===== src/rtl/mbinit_sb_pkg.sv =====
// Shared constants for the MBINIT sideband request/response phases:
// message codes, responder state encoding and comparator-mode codes.
package mbinit_sb_pkg;

    localparam int unsigned MSG_INIT_REQ  = 1;
    localparam int unsigned MSG_INIT_RESP = 2;
    localparam int unsigned MSG_CLR_REQ   = 3;
    localparam int unsigned MSG_CLR_RESP  = 4;
    localparam int unsigned MSG_RES_REQ   = 5;
    localparam int unsigned MSG_RES_RESP  = 6;
    localparam int unsigned MSG_DONE_REQ  = 7;
    localparam int unsigned MSG_DONE_RESP = 8;

    localparam int unsigned ST_W = 3;
    localparam logic [ST_W-1:0] ST_IDLE        = 3'd0;
    localparam logic [ST_W-1:0] ST_WAIT_INIT   = 3'd1;
    localparam logic [ST_W-1:0] ST_WAIT_REQ    = 3'd2;
    localparam logic [ST_W-1:0] ST_WAIT_SECOND = 3'd3;
    localparam logic [ST_W-1:0] ST_WAIT_BUSY   = 3'd4;
    localparam logic [ST_W-1:0] ST_SEND        = 3'd5;
    localparam logic [ST_W-1:0] ST_DONE        = 3'd6;
    localparam logic [ST_W-1:0] ST_TIMEOUT     = 3'd7;

    localparam int unsigned CMP_W = 2;
    localparam logic [CMP_W-1:0] CMP_IDLE  = 2'b00;
    localparam logic [CMP_W-1:0] CMP_CLEAR = 2'b01;
    localparam logic [CMP_W-1:0] CMP_HOLD  = 2'b11;

endpackage


===== src/rtl/mbinit_timeout_cnt.sv =====
// Per-state watchdog: counts while enabled, restarts on state change,
// and flags expiry once TIMEOUT_CYCLES cycles have elapsed in one state.
module mbinit_timeout_cnt #(
    parameter int unsigned TIMEOUT_CYCLES = 1024,
    parameter int unsigned TO_W           = 11
) (
    input  logic clk,
    input  logic rst_n,
    input  logic i_clear,
    input  logic i_count_en,
    output logic o_expire_c
);

    logic [TO_W-1:0] cnt_q;
    logic [TO_W-1:0] cnt_d;

    // Expiry depends only on the registered count, so it can steer the
    // owner's next-state logic without a combinational loop through i_clear.
    assign o_expire_c = i_count_en && (cnt_q == TO_W'(TIMEOUT_CYCLES - 1));

    always_comb begin
        cnt_d = cnt_q;
        if (i_clear) begin
            cnt_d = '0;
        end else if (i_count_en && (cnt_q != {TO_W{1'b1}})) begin
            cnt_d = cnt_q + TO_W'(1);
        end
    end

    always_ff @(posedge clk or negedge rst_n) begin
        if (!rst_n) begin
            cnt_q <= '0;
        end else begin
            cnt_q <= cnt_d;
        end
    end

endmodule


===== src/rtl/mbinit_partner_responder.sv =====
// Module-partner responder for MBINIT sideband phases: answers init, then
// clear_error / result / done requests, with repeater tracking and a watchdog.
module mbinit_partner_responder
    import mbinit_sb_pkg::*;
#(
    parameter int unsigned NUM_LANES      = 16,
    parameter int unsigned MSG_W          = 4,
    parameter int unsigned REPEAT_THRESH  = 2,
    parameter int unsigned CNT_W          = 3,
    parameter int unsigned TIMEOUT_CYCLES = 1024,
    parameter int unsigned TO_W           = 11
) (
    input  logic                 CLK,
    input  logic                 rst_n,
    input  logic                 i_enable,
    input  logic [MSG_W-1:0]     i_rx_msg,
    input  logic                 i_msg_valid,
    input  logic                 i_busy_sb,
    input  logic                 i_falling_edge_busy,
    input  logic                 i_apply_repeater,
    input  logic [NUM_LANES-1:0] i_lane_result,
    output logic [MSG_W-1:0]     o_tx_msg,
    output logic                 o_tx_valid,
    output logic                 o_data_valid,
    output logic [NUM_LANES-1:0] o_lane_result,
    output logic [1:0]           o_clear_comparator,
    output logic                 o_start_repeater,
    output logic [CNT_W-1:0]     o_clear_count,
    output logic                 o_done,
    output logic                 o_timeout
);

    logic [ST_W-1:0]      state_q, state_d;
    logic [MSG_W-1:0]     pending_code_q, pending_code_d;
    logic                 pending_res_q, pending_res_d;
    logic [NUM_LANES-1:0] lane_result_q, lane_result_d;
    logic                 start_rep_q, start_rep_d;
    logic [CNT_W-1:0]     clear_count_q, clear_count_d;
    logic [MSG_W-1:0]     tx_msg_q, tx_msg_d;
    logic                 tx_valid_q, tx_valid_d;
    logic                 data_valid_q, data_valid_d;
    logic [CMP_W-1:0]     clear_cmp_q, clear_cmp_d;
    logic                 done_q, done_d;
    logic                 timeout_q, timeout_d;

    logic                 count_en_c;
    logic                 expire_c;
    logic                 req_valid_c;
    logic                 is_clr_c, is_res_c, is_done_c, is_init_c;
    logic [CNT_W-1:0]     clear_count_inc_c;

    assign count_en_c = (state_q == ST_WAIT_INIT) || (state_q == ST_WAIT_REQ) ||
                        (state_q == ST_WAIT_SECOND) || (state_q == ST_WAIT_BUSY) ||
                        (state_q == ST_SEND);

    mbinit_timeout_cnt #(
        .TIMEOUT_CYCLES (TIMEOUT_CYCLES),
        .TO_W           (TO_W)
    ) u_timeout_cnt (
        .clk        (CLK),
        .rst_n      (rst_n),
        .i_clear    (state_d != state_q),
        .i_count_en (count_en_c),
        .o_expire_c (expire_c)
    );

    assign req_valid_c = i_msg_valid;
    assign is_init_c   = req_valid_c && (i_rx_msg == MSG_W'(MSG_INIT_REQ));
    assign is_clr_c    = req_valid_c && (i_rx_msg == MSG_W'(MSG_CLR_REQ));
    assign is_res_c    = req_valid_c && (i_rx_msg == MSG_W'(MSG_RES_REQ));
    assign is_done_c   = req_valid_c && (i_rx_msg == MSG_W'(MSG_DONE_REQ));

    assign clear_count_inc_c = (clear_count_q == {CNT_W{1'b1}}) ? clear_count_q
                                                                : clear_count_q + CNT_W'(1);

    // Next-state, request acceptance and registered-output decode.
    always_comb begin
        state_d        = state_q;
        pending_code_d = pending_code_q;
        pending_res_d  = pending_res_q;
        lane_result_d  = lane_result_q;
        start_rep_d    = start_rep_q;
        clear_count_d  = clear_count_q;

        if (!i_enable) begin
            state_d        = ST_IDLE;
            pending_code_d = '0;
            pending_res_d  = 1'b0;
            start_rep_d    = 1'b0;
            clear_count_d  = '0;
        end else begin
            case (state_q)
                ST_IDLE: state_d = ST_WAIT_INIT;
                ST_WAIT_INIT: begin
                    if (expire_c) begin
                        state_d = ST_TIMEOUT;
                    end else if (is_init_c) begin
                        pending_code_d = MSG_W'(MSG_INIT_RESP);
                        pending_res_d  = 1'b0;
                        state_d        = ST_WAIT_BUSY;
                    end
                end
                ST_WAIT_REQ, ST_WAIT_SECOND: begin
                    if (expire_c) begin
                        state_d = ST_TIMEOUT;
                    end else if ((state_q == ST_WAIT_REQ) && i_apply_repeater) begin
                        state_d = ST_WAIT_SECOND;
                    end else if (is_clr_c) begin
                        clear_count_d  = clear_count_inc_c;
                        if (clear_count_inc_c == CNT_W'(REPEAT_THRESH)) begin
                            start_rep_d = 1'b1;
                        end
                        pending_code_d = MSG_W'(MSG_CLR_RESP);
                        pending_res_d  = 1'b0;
                        state_d        = ST_WAIT_BUSY;
                    end else if ((state_q == ST_WAIT_REQ) && is_res_c) begin
                        lane_result_d  = i_lane_result;
                        pending_code_d = MSG_W'(MSG_RES_RESP);
                        pending_res_d  = 1'b1;
                        state_d        = ST_WAIT_BUSY;
                    end else if ((state_q == ST_WAIT_REQ) && is_done_c) begin
                        pending_code_d = MSG_W'(MSG_DONE_RESP);
                        pending_res_d  = 1'b0;
                        state_d        = ST_WAIT_BUSY;
                    end
                end
                ST_WAIT_BUSY: begin
                    if (expire_c) begin
                        state_d = ST_TIMEOUT;
                    end else if (!i_busy_sb) begin
                        state_d = ST_SEND;
                    end
                end
                ST_SEND: begin
                    if (expire_c) begin
                        state_d = ST_TIMEOUT;
                    end else if (i_falling_edge_busy) begin
                        if (pending_code_q == MSG_W'(MSG_DONE_RESP)) begin
                            state_d = ST_DONE;
                        end else if (i_apply_repeater) begin
                            state_d = ST_WAIT_SECOND;
                        end else begin
                            state_d = ST_WAIT_REQ;
                        end
                    end
                end
                ST_DONE:    state_d = ST_DONE;
                ST_TIMEOUT: state_d = ST_TIMEOUT;
                default:    state_d = ST_IDLE;
            endcase
        end

        tx_valid_d   = (state_d == ST_SEND);
        tx_msg_d     = (state_d == ST_SEND) ? pending_code_d : '0;
        data_valid_d = (state_d == ST_SEND) && pending_res_d;
        done_d       = (state_d == ST_DONE);
        timeout_d    = (state_d == ST_TIMEOUT);
        if (state_d == ST_IDLE) begin
            clear_cmp_d = CMP_IDLE;
        end else if ((state_d == ST_SEND) && (pending_code_d == MSG_W'(MSG_CLR_RESP))) begin
            clear_cmp_d = CMP_CLEAR;
        end else begin
            clear_cmp_d = CMP_HOLD;
        end
    end

    always_ff @(posedge CLK or negedge rst_n) begin
        if (!rst_n) begin
            state_q        <= ST_IDLE;
            pending_code_q <= '0;
            pending_res_q  <= 1'b0;
            lane_result_q  <= '0;
            start_rep_q    <= 1'b0;
            clear_count_q  <= '0;
            tx_msg_q       <= '0;
            tx_valid_q     <= 1'b0;
            data_valid_q   <= 1'b0;
            clear_cmp_q    <= CMP_HOLD;
            done_q         <= 1'b0;
            timeout_q      <= 1'b0;
        end else begin
            state_q        <= state_d;
            pending_code_q <= pending_code_d;
            pending_res_q  <= pending_res_d;
            lane_result_q  <= lane_result_d;
            start_rep_q    <= start_rep_d;
            clear_count_q  <= clear_count_d;
            tx_msg_q       <= tx_msg_d;
            tx_valid_q     <= tx_valid_d;
            data_valid_q   <= data_valid_d;
            clear_cmp_q    <= clear_cmp_d;
            done_q         <= done_d;
            timeout_q      <= timeout_d;
        end
    end

    assign o_tx_msg           = tx_msg_q;
    assign o_tx_valid         = tx_valid_q;
    assign o_data_valid       = data_valid_q;
    assign o_lane_result      = lane_result_q;
    assign o_clear_comparator = clear_cmp_q;
    assign o_start_repeater   = start_rep_q;
    assign o_clear_count      = clear_count_q;
    assign o_done             = done_q;
    assign o_timeout          = timeout_q;

endmodule

===== config.mk =====
export PLATFORM = sky130hd
export DESIGN_NAME = mbinit_partner_responder
export DESIGN_NICKNAME = d
export VERILOG_FILES = /design/src/rtl/mbinit_sb_pkg.sv /design/src/rtl/mbinit_timeout_cnt.sv /design/src/rtl/mbinit_partner_responder.sv
export SDC_FILE = /design/constraint.sdc
export NUM_CORES = 1
export LEC_CHECK = 0
export ABC_AREA = 1
export BUFFER_PORTS_ARGS = -buffer_cell sky130_fd_sc_hd__buf_2
export CAP_MARGIN = 30
export CORE_MARGIN = 3
export CORE_UTILIZATION = 55
export CTS_CLUSTER_SIZE = 10
export DETAILED_ROUTE_END_ITERATION = 10
export GPL_ROUTABILITY_DRIVEN = 0
export PLACE_DENSITY = 0.85
export SLEW_MARGIN = 20
export SYNTH_ARGS = -nofsm -noshare
export SYNTH_HDL_FRONTEND = slang
export SYNTH_HIERARCHICAL = 1
export SYNTH_SLANG_ARGS = --single-unit

===== constraint.sdc =====
create_clock -name CLK -period 3.3 [get_ports CLK]
set_input_delay 0.495 -clock CLK [delete_from_list [all_inputs] [get_ports CLK]]
set_output_delay 0.495 -clock CLK [all_outputs]
set_load 0.05 [all_outputs]

==> results of run 1 <==
==> per-stage QoR <==
| step | hold slack [ns] | cell area [um2] |
|---|---|---|
| 3_3_place_gp | 0.478 | 3200 |
| 3_5_place_dp | 0.455 | 3220 |
| 4_1_cts | 0.112 | 3310 |
| 6_report | 0.106 | 3310 |
| 2_1_floorplan | 0.199 | 2870 |
| 5_1_grt | 0.105 | 3310 |
==> report_power, final <==
part           switching [uW]  total (uW)  internal (uW)  leakage [uW]
clock                     226         385            159     0.0000506
sequential               24.3         645            621      0.000668
combinational             127         191           63.7       0.00111
==> cell usage after synthesis (4+ instances only) <==
master / number / area [um2]
inv_1: 33 / 124
nor2_1: 32 / 120
mux2_4: 10 / 150
mux2_2: 6 / 67.6
nor2_4: 5 / 56.3
inv_2: 4 / 15.0
nand2_2: 8 / 50.1
nor3_1: 6 / 30.0
a21oi_1: 13 / 65.1
dfrtp_1: 47 / 1180
o21ai_0: 7 / 35.0
nand2_1: 74 / 278
nand3_1: 29 / 145
nand2_4: 4 / 45.0
nand3_2: 5 / 50.1
==> cell type report <==
| class | instances | area, um2 | area share [%] |
|---|---|---|---|
| clock buffer | 5 | 68.8 | 2.08 |
| tap | 67 | 83.8 | 2.53 |
| inverter | 41 | 161 | 4.87 |
| timing repair buffer | 60 | 323 | 9.74 |
| sequential | 49 | 1230 | 37.1 |
| multi-input combinational | 233 | 1420 | 42.8 |
| clock inverter | 3 | 28.8 | 0.868 |
==> cells in the final DEF, fill, tap and decap left out, types with 6 or more instances in the layout <==
cell and count:
nor2_1 32, nand2_1 74, nand2_2 8, nand3_1 29, mux2_4 10, o21ai_0 7, a21oi_1 13, inv_1 32
buf_2 56, mux2_2 6, dfrtp_1 46, nor3_1 6
==> cells by family (layout without fill, tap and decap cells) <==
family,after synthesis,in the layout
AO/OA/AOI/OAI,32,32
adder cells (fa/ha/maj),3,3
buffers and inverters,48,109
flip-flops,49,49
multiplexers,16,16
AND/OR/NAND/NOR,182,182
==> final timing paths <==
kind	cells past startpoint	start	endpoint	slack (ns)
min in group CLK	2	i_lane_result[9]	o_lane_result[9]	0.40
min	1	rst_n	o_done	0.11
max reg2reg	18	state_q[0]	u_timeout_cnt/cnt_q[4]	0.34
min reg2reg	1	o_lane_result[10]	o_lane_result[10]	0.51
max	18	state_q[0]	u_timeout_cnt/cnt_q[4]	0.34
max in group asynchronous	2	rst_n	o_clear_comparator[0]	2.63
==> routing by layer <==
| metal | GRT usage [%] | routed length [um] | up-vias |
|---|---|---|---|
| li1 | - | - | 1192 |
| met1 | 28.8 | 2810 | 1151 |
| met2 | 35.4 | 3040 | 79 |
| met3 | 5.05 | 338 | 11 |
| met4 | 8.92 | 104 | 0 |
| met5 | 0 | 0 | - |
==> critical path, cell delays in order (launching register included) <==
cell and delay (ns):
dfrtp_1 0.53, inv_4 0.11, nor2_4 0.16, nand2_2 0.09
nand3_1 0.21, nand3_1 0.13, nor2_1 0.16, buf_4 0.19
o21ai_0 0.10, a22oi_1 0.17, inv_1 0.08, nand2_2 0.09
nand2_4 0.12, nand2_1 0.09, nand3_1 0.11, inv_2 0.19
buf_4 0.18, nand3_1 0.07, nand2_1 0.08
==> sequential cells by signal, indices dropped and copies added (netlist names) <==
signal               count
o_data_valid             1
u_timeout_cnt/cnt_q     11
o_clear_count            3
o_timeout                1
o_clear_comparator       2
o_tx_msg                 4
o_start_repeater         1
state_q                  3
o_lane_result           16
o_done                   1
o_tx_valid               1
pending_code_q           4
pending_res_q            1
==> impl_metrics.csv, run 1 <==
group,metric,value,unit
route,dr.pass1.iters,5,
sta,max_freq,338,MHz
floorplan,die-area,6120,um2
route,vias,2433,
placement,placedCellCount,450,
sta,tightest_slew,0.453,ns
route,detail_route.vias_per_cell,5.31,
floorplan,die_h,78.3,um
final_layout,drive_gt1_share,34.5,%
critical_path,cp_max_fo,11,
final_layout,antenna_cells,0,
power_and_ir_drop,vdd_drop_max,0.000284,V
run_status,status,"finished, final reports clean",
global_route,grt_max_degree,34,
logic_synthesis,synth_flop_cell,"dfrtp_1",
final_layout,post-route-util,67.9,%
critical_path,required,3.56,ns
job,drv_cap,0,
sta,fin_crit,2.96,ns
logic_synthesis,synth_cell_types,43,
clocking,cts-root-buf,"clkbuf_8",
sta,rsz0062_at_grt,"no",
placement,dp_worst_setup_slack,0.213,ns
clocking,clk_latency,0.31,ns
placement,dp_hpwl,4670,um
power_and_ir_drop,power,1220,uW
critical_path,start_kind,"flip-flop",
route,ant_nets,0,
critical_path,end_kind,"flip-flop",
placement,portBuffers,56,
route,drtIter0Drc,202,
route,drcViolationCount,0,
global_route,grt_first_pass_wirelength,10700,um
logic_synthesis,synth_nets,360,
global_route,antenna_found_initial,0,
critical_path,critPathArrivalTime,3.22,ns
power_and_ir_drop,pwr_density_cell,368,nW/um2
floorplan,pin_count,57,
sta,fin_skew,0.00740,ns
sta,drv_slew,0,
logic_synthesis,syn_inst,330,
global_route,grt_use_total,22.0,%
clocking,post_cts_buffers,0,
final_layout,final_cells,458,
clocking,cts-htree-levels,2,
critical_path,criticalPathCategory,"flip-flop to flip-flop",
logic_synthesis,synth-seq-cells,49,
sta,fin_crit_sh,89.7,%
global_route,grt_overflow,0,
logic_synthesis,synth-xor-area-share,0,%
clocking,cts_tree,"done",
power_and_ir_drop,p_leak,0.00182,uW
sta,setup_viol,0,
route,wl,6300,um
logic_synthesis,synth_top_family_by_area,"simple AND/OR/NAND/NOR gates",
logic_synthesis,synthAdderAreaFrac,1.31,%
clocking,path_clk_slew,0.10,ns
hold_path,hold_class,"input pin to asynchronous set/reset pin",
final_layout,nNetsFinal,420,
logic_synthesis,synth_area,2870,um2
sta,hold_viol,0,
clocking,holdBufCountCts,0,
clocking,ctsResizeCount,0,
logic_synthesis,synth_compound_area_share,6.71,%
logic_synthesis,synth_mux_area_share,7.58,%
logic_synthesis,async_reset_ff_share,100,%
logic_synthesis,synth-simple-area-share,33.8,%
global_route,grt_pass1_vias,2384,
sta,setup_ws,0.341,ns
logic_synthesis,synth_seq_area_share,42.8,%
clocking,cts_buffers,5,
sta,fin_tns_setup,0,ns
clocking,cts_sinks,49,
sta,max_slew_margin,69.6,%
floorplan,num_rows,25,
logic_synthesis,postSynthAreaPerCell,8.70,um2
final_layout,fillers,401,
floorplan,initial_core_util,58.8,%
clocking,clockBufferDepth,2,
final_layout,syn2layout_area_growth,15.4,%
floorplan,coreArea,4880,um2
floorplan,fp.dieW,78.3,um
logic_synthesis,ys_warn_count,6,
logic_synthesis,synth_edf_count,0,
route,drt-wirelength-per-cell,13.8,um
(Power assumes the default switching activity.)
==> run 2, diff against run 1 <==
PLACE_DENSITY = unset   (was 0.85)
PLACE_DENSITY_LB_ADDON = 0.12   (was unset)
==> run 2 against run 1 <==
Effect of this change:
- core utilization is 0.36 points higher
- count of clock-buffer cells in the layout stayed put
- setup slack better by 0.010 ns
- wire length is 4.9% lower
- cell count is 0.44% higher
- non-clock buffer count is 2 higher
- via count is 3.0% lower
- register-to-register slack hardly changed
- critical path depth is 3 higher
- power is 4.1% higher
- critical path type unchanged
==> impl_metrics.csv, run 2 (synthesis results as in run 1) <==
group,metric,value,unit
route,top_layer,"met4",
route,detail_route.vias_per_cell,5.13,
critical_path,required,3.51,ns
critical_path,cp_top_family,"simple AND/OR/NAND/NOR gates",
sta,fin_crit_sh,89.3,%
placement,dp_hpwl,4500,um
sta,setup_viol,0,
final_layout,antenna_cells,0,
route,wl,5990,um
critical_path,cp_max_fo,11,
sta,max_freq,339,MHz
final_layout,final_cell_mix,"nand2_1 (74), buf_2 (56), dfrtp_1 (46), inv_1 (33), nor2_1 (32)",
placement,portBuffers,56,
floorplan,coreArea,4880,um2
clocking,cts_tree,"done",
power_and_ir_drop,vdd_drop_max,0.000235,V
route,drt-met1-wl,2760,um
critical_path,critPathMaxStageDelay,0.51,ns
clocking,cts_sinks,49,
route,dr.pass1.iters,4,
sta,drv_slew,0,
floorplan,pin_count,57,
route,ant_nets,0,
sta,fin_tns_setup,0,ns
placement,dp_worst_setup_slack,0.302,ns
sta,setup_ws,0.352,ns
route,vias,2360,
critical_path,critPathArrivalTime,3.16,ns
route,wl_met3,394,um
floorplan,die_h,78.3,um
floorplan,fp.dieW,78.3,um
critical_path,cp.buffers_inverters,5,
sta,rsz0062_at_grt,"no",
route,drtIter0Drc,137,
global_route,grt_max_degree,34,
critical_path,start_kind,"flip-flop",
clocking,cts-root-buf,"clkbuf_8",
global_route,grt_pass1_vias,2237,
sta,fin_skew,0.00911,ns
run_status,status,"finished, final reports clean",
final_layout,drive_gt1_share,34.6,%
global_route,grt_use_total,20.7,%
clocking,holdBufCountCts,0,
route,wl_met2,2800,um
critical_path,criticalPathCategory,"flip-flop to flip-flop",
final_layout,fillers,435,
floorplan,initial_core_util,58.8,%
route,drt-wirelength-per-cell,13.0,um
critical_path,crit_chain,"nor2_1, nor2_1, inv_1, nand3_1, nand3_1, nor2_1, buf_4, inv_2, nand2_1, nand2_1, clkinv_1, nor2_1, nand3_2, nand3_1, nand2_1, nor2_1, nand3_1, inv_1, nand2_1, nand2_1, nand2_1",
sta,hold_viol,0,
power_and_ir_drop,p_leak,0.00184,uW
final_layout,largest_reg_flops,16,
critical_path,crit_top_cell,"nand2_1",
clocking,cts_buffers,5,
clocking,path_clk_slew,0.10,ns
clocking,clockBufferDepth,2,
sta,max_slew_margin,50.2,%
floorplan,num_rows,25,
sta,fin_crit,2.95,ns
clocking,clk_latency,0.30,ns
route,drcViolationCount,0,
sta,tightest_slew,0.747,ns
global_route,grt_overflow,0,
power_and_ir_drop,pwr_density_cell,381,nW/um2
hold_path,hold_class,"input pin to asynchronous set/reset pin",
clocking,cts-htree-levels,2,
critical_path,end_kind,"flip-flop",
final_layout,final_common_cell,"nand2_1",
final_layout,syn2layout_area_growth,16.0,%
job,drv_cap,0,
final_layout,nNetsFinal,422,
floorplan,die-area,6120,um2
critical_path,slowest_stage,"dfrtp_2",
global_route,antenna_found_initial,0,
global_route,grt_first_pass_wirelength,10100,um
## run 2: changes by cell type in the layout (fill, tap and decap cells not counted)
cell       delta
buf_12        -1
inv_1         +1
inv_2         -1
clkinv_2      +1
bufinv_16     +1
inv_8         -1
clkinv_4      -1
buf_4         +3
## run 2: timing repair
item | in CTS | in global routing
gates resized for setup | 0 | 1
setup buffers | 0 | 0
setup endpoints to repair | 0 | 8
## run 2: worst register-to-register path, delay by kind of cell (launching register included)
family,cells,cell delay [ns]
buf+inv,5,0.74
flops,1,0.51
simple gates,16,1.59
## run 2: area by class of cell
class / count / area [um2] / area share (%)
Clock buffer: 5 / 68.8 / 2.07
Clock inverter: 3 / 43.8 / 1.31
Inverter: 41 / 161 / 4.84
Multi-Input combinational cell: 233 / 1420 / 42.6
Sequential cell: 49 / 1230 / 36.9
Tap cell: 67 / 83.8 / 2.52
Timing Repair Buffer: 62 / 325 / 9.76
## run 2: final timing paths
kind                                         from                     end  slack (ns)  depth (start not counted)
worst min-delay path                        rst_n             o_tx_msg[1]        0.25                          1
worst max-delay path                   state_q[1]  u_timeout_cnt/cnt_q[7]        0.35                         21
worst min register to register   o_start_repeater        o_start_repeater        0.50                          2
min in group CLK                i_lane_result[12]       o_lane_result[12]        0.41                          2
worst max register to register         state_q[1]  u_timeout_cnt/cnt_q[7]        0.35                         21
max in group asynchronous                   rst_n        o_lane_result[5]        2.34                          2
## run 2: through the flow
stage,total power (uW),util (%),cell area (um2),cells,hold WS (ns)
global route,1340,68.3,3330,460,0.286
floorplan,784,-,2870,330,0.199
finish,1270,68.3,3330,460,0.247
CTS,1290,68.3,3330,460,0.269
detailed placement,848,65.9,3220,452,0.486
global placement,844,65.9,3220,452,0.476
## run 2: layer usage
layer,vias to the layer above,track usage (%)
met1,1100,28.0
met4,0,5.24
li1,1186,-
met3,4,5.39
met5,-,0
met2,70,33.1
## run 2: power by group
part           leakage, uW  switching (uW)  internal [uW]  total (uW)
registers         0.000668            23.3            621         644
clock network    0.0000585             208            227         436
logic              0.00111             125           65.4         191
==> run 3, diff against run 2 <==
SETUP_SLACK_MARGIN = 0.4   (was unset)
==> run 3 against run 2 <==
Effect of this change:
- sequential cell count unchanged
- clock skew decreased by 0.00099 ns
- wire length increased by 3.3%
- non-clock buffer count increased by 3
- register-to-register slack improved by 0.11 ns
- sequential share of layout area decreased by 1.1 points
- final area increased by 3.4%
- clock power decreased by 12%
- count of clock-buffer cells in the layout increased by 1
- first-iteration DRC count decreased by 17%
- core utilization increased by 2.3 points
- critical path depth decreased by 1
- critical endpoint is now u_timeout_cnt/cnt_q[2]
- largest cell class unchanged
==> impl_metrics.csv, run 3 (synthesis results as in run 1) <==
group,metric,value,unit
critical_path,cp_max_fo,7,
global_route,met2_usage,31.8,%
global_route,grt_overflow,0,
critical_path,critPathMaxStageDelay,0.51,ns
critical_path,timing.rr.end,"u_timeout_cnt/cnt_q[2]",
sta,fin_skew,0.00812,ns
critical_path,reg2reg_depth,20,
sta,tightest_slew,0.473,ns
final_layout,syn2layout_area_growth,20.0,%
route,dr.pass1.iters,5,
clocking,holdBufCountCts,0,
critical_path,reg2reg_slack,0.47,ns
final_layout,final_common_cell,"nand2_1",
route,detail_route.vias_per_cell,5.15,
critical_path,start_kind,"flip-flop",
final_layout,design_area,3440,um2
global_route,met3_usage,5.73,%
final_layout,final_cell_mix,"nand2_1 (72), buf_2 (56), dfrtp_1 (44), inv_1 (31), nor2_1 (27)",
placement,placed_cell_area,3230,um2
floorplan,num_rows,25,
sta,setup_viol,0,
sta,drv_slew,0,
clocking,cts_buffers,5,
hold_path,hold_class,"input pin to asynchronous set/reset pin",
sta,fin_tns_setup,0,ns
critical_path,crit_top_cell,"nand2_1",
global_route,grt_pass1_vias,2275,
clocking,path_clk_slew,0.10,ns
floorplan,coreArea,4880,um2
sta,hold_viol,0,
floorplan,fp.dieW,78.3,um
floorplan,initial_core_util,58.8,%
critical_path,endpoint,"u_timeout_cnt/cnt_q[2]",
critical_path,r2r-start,"state_q[0]",
clocking,cts-htree-levels,2,
run_status,status,"finished, final reports clean",
job,drv_cap,0,
sta,max_slew_margin,68.2,%
clocking,cts-root-buf,"clkbuf_8",
power_and_ir_drop,p_leak,0.00187,uW
power_and_ir_drop,pwr_density_cell,361,nW/um2
clocking,cts_tree,"done",
critical_path,crit_chain,"inv_6, nor2_4, nand2_4, nand3_4, nand3_2, nor2_2, buf_6, nand4_1, o21ai_0, nor3_1, nand2_2, nand2_4, nand2_1, nand2_1, nor2_2, nand3_2, buf_6, nor3b_1, nand2_1, nand2_1",
sta,rsz0062_at_grt,"no",
power_and_ir_drop,vdd_drop_max,0.000337,V
critical_path,criticalPathCategory,"flip-flop to flip-flop",
sta,max_freq,353,MHz
final_layout,drive_gt1_share,39.3,%
critical_path,slowest_stage,"dfrtp_2",
global_route,grt_max_degree,35,
sta,fin_crit_sh,85.9,%
global_route,grt_use_total,20.7,%
sta,fin_crit,2.83,ns
clocking,cts_sinks,49,
route,drcViolationCount,0,
final_layout,antenna_cells,0,
route,ant_nets,0,
route,wl,6190,um
clocking,clk_latency,0.31,ns
critical_path,required,3.55,ns
floorplan,pin_count,57,
global_route,grt_first_pass_wirelength,10200,um
route,drtIter0Drc,114,
global_route,antenna_found_initial,0,
final_layout,nNetsFinal,426,
global_route,met1_usage,28.8,%
floorplan,die_h,78.3,um
final_layout,largest_reg_flops,16,
route,drt-wirelength-per-cell,13.3,um
critical_path,critPathArrivalTime,3.08,ns
route,vias,2389,
critical_path,end_kind,"flip-flop",
clocking,clockBufferDepth,2,
placement,dp_hpwl,4450,um
placement,portBuffers,56,
critical_path,cp-startpoint,"state_q[0]",
global_route,grt.busiest_layer,"met2",
floorplan,die-area,6120,um2
run 3: cell types whose count changed in the layout (fill, tap and decap cells not counted), moves of 2 or more:
cell / previous run / this run
nor2_1: 32 / 27
nand3_1: 29 / 25
nand3_2: 5 / 8
nor2_2: 3 / 6
buf_6: 0 / 2
clkinvlp_4: 0 / 2
dfrtp_1: 46 / 44
dfrtp_2: 1 / 3
inv_1: 33 / 31
nand2_1: 74 / 72
nor2_4: 5 / 7
run 3: how the worst min path moves through the flow:
stage,depth (start not counted),to,start
floorplan,0,o_clear_count[0],rst_n
global placement,2,o_start_repeater,o_start_repeater
detailed placement,1,o_start_repeater,rst_n
CTS,1,o_start_repeater,rst_n
global route,1,o_start_repeater,rst_n
finish,1,u_timeout_cnt/cnt_q[8],rst_n
run 3: power by group:
group | internal, uW | leakage [uW] | total [uW] | switching (uW)
Sequential | 621 | 0.000665 | 646 | 25.0
Clock | 174 | 0.0000518 | 384 | 210
Combinational | 78.0 | 0.00115 | 213 | 135
run 3: area by class of cell:
cell class	count	area, um2
clock buffers	6	82.6
flip-flops and latches	49	1230
repair buffers	65	368
clock inverters	2	17.5
inverters	41	168
repair inverters	1	7.51
multi-input cells	233	1490
well taps	67	83.8
fillers	413	1440
run 3: layer usage:
metal	part of all wire (%)	up-vias	wire length, um
li1	-	1199	-
met1	46	1090	2880
met2	45	88	2800
met3	6.7	12	415
met4	1.6	0	101
met5	0	-	0
run 3: through the flow:
| step | setup WS (ns) | power, uW | hold WS [ns] | instances | utilization (%) |
|---|---|---|---|---|---|
| global placement | 0.367 | 837 | 0.473 | 450 | 65.7 |
| floorplan | 0.455 | 784 | 0.199 | 330 | - |
| global route | 0.271 | 1300 | 0.126 | 464 | 70.6 |
| finish | 0.466 | 1240 | 0.106 | 464 | 70.6 |
| CTS | 0.426 | 1230 | 0.118 | 460 | 68.6 |
| detailed placement | 0.199 | 845 | 0.456 | 451 | 66.1 |
run 3: worst max-delay path: cells and delay by family (launching register included):
family | cells | cell delay, ns
AO/OA/AOI/OAI | 1 | 0.15
buffers and inverters | 3 | 0.40
flip-flops | 1 | 0.51
AND/OR/NAND/NOR | 16 | 1.73
run 3: timing repair:
item / 4_1_cts / 5_1_grt
cloned: 1 / 0
endpoints found under the setup margin: 9 / 11
buffers inserted: 0 / 4
resized for setup: 5 / 19
endpoints found under the hold margin: 0 / 0
pin swaps: 0 / 6
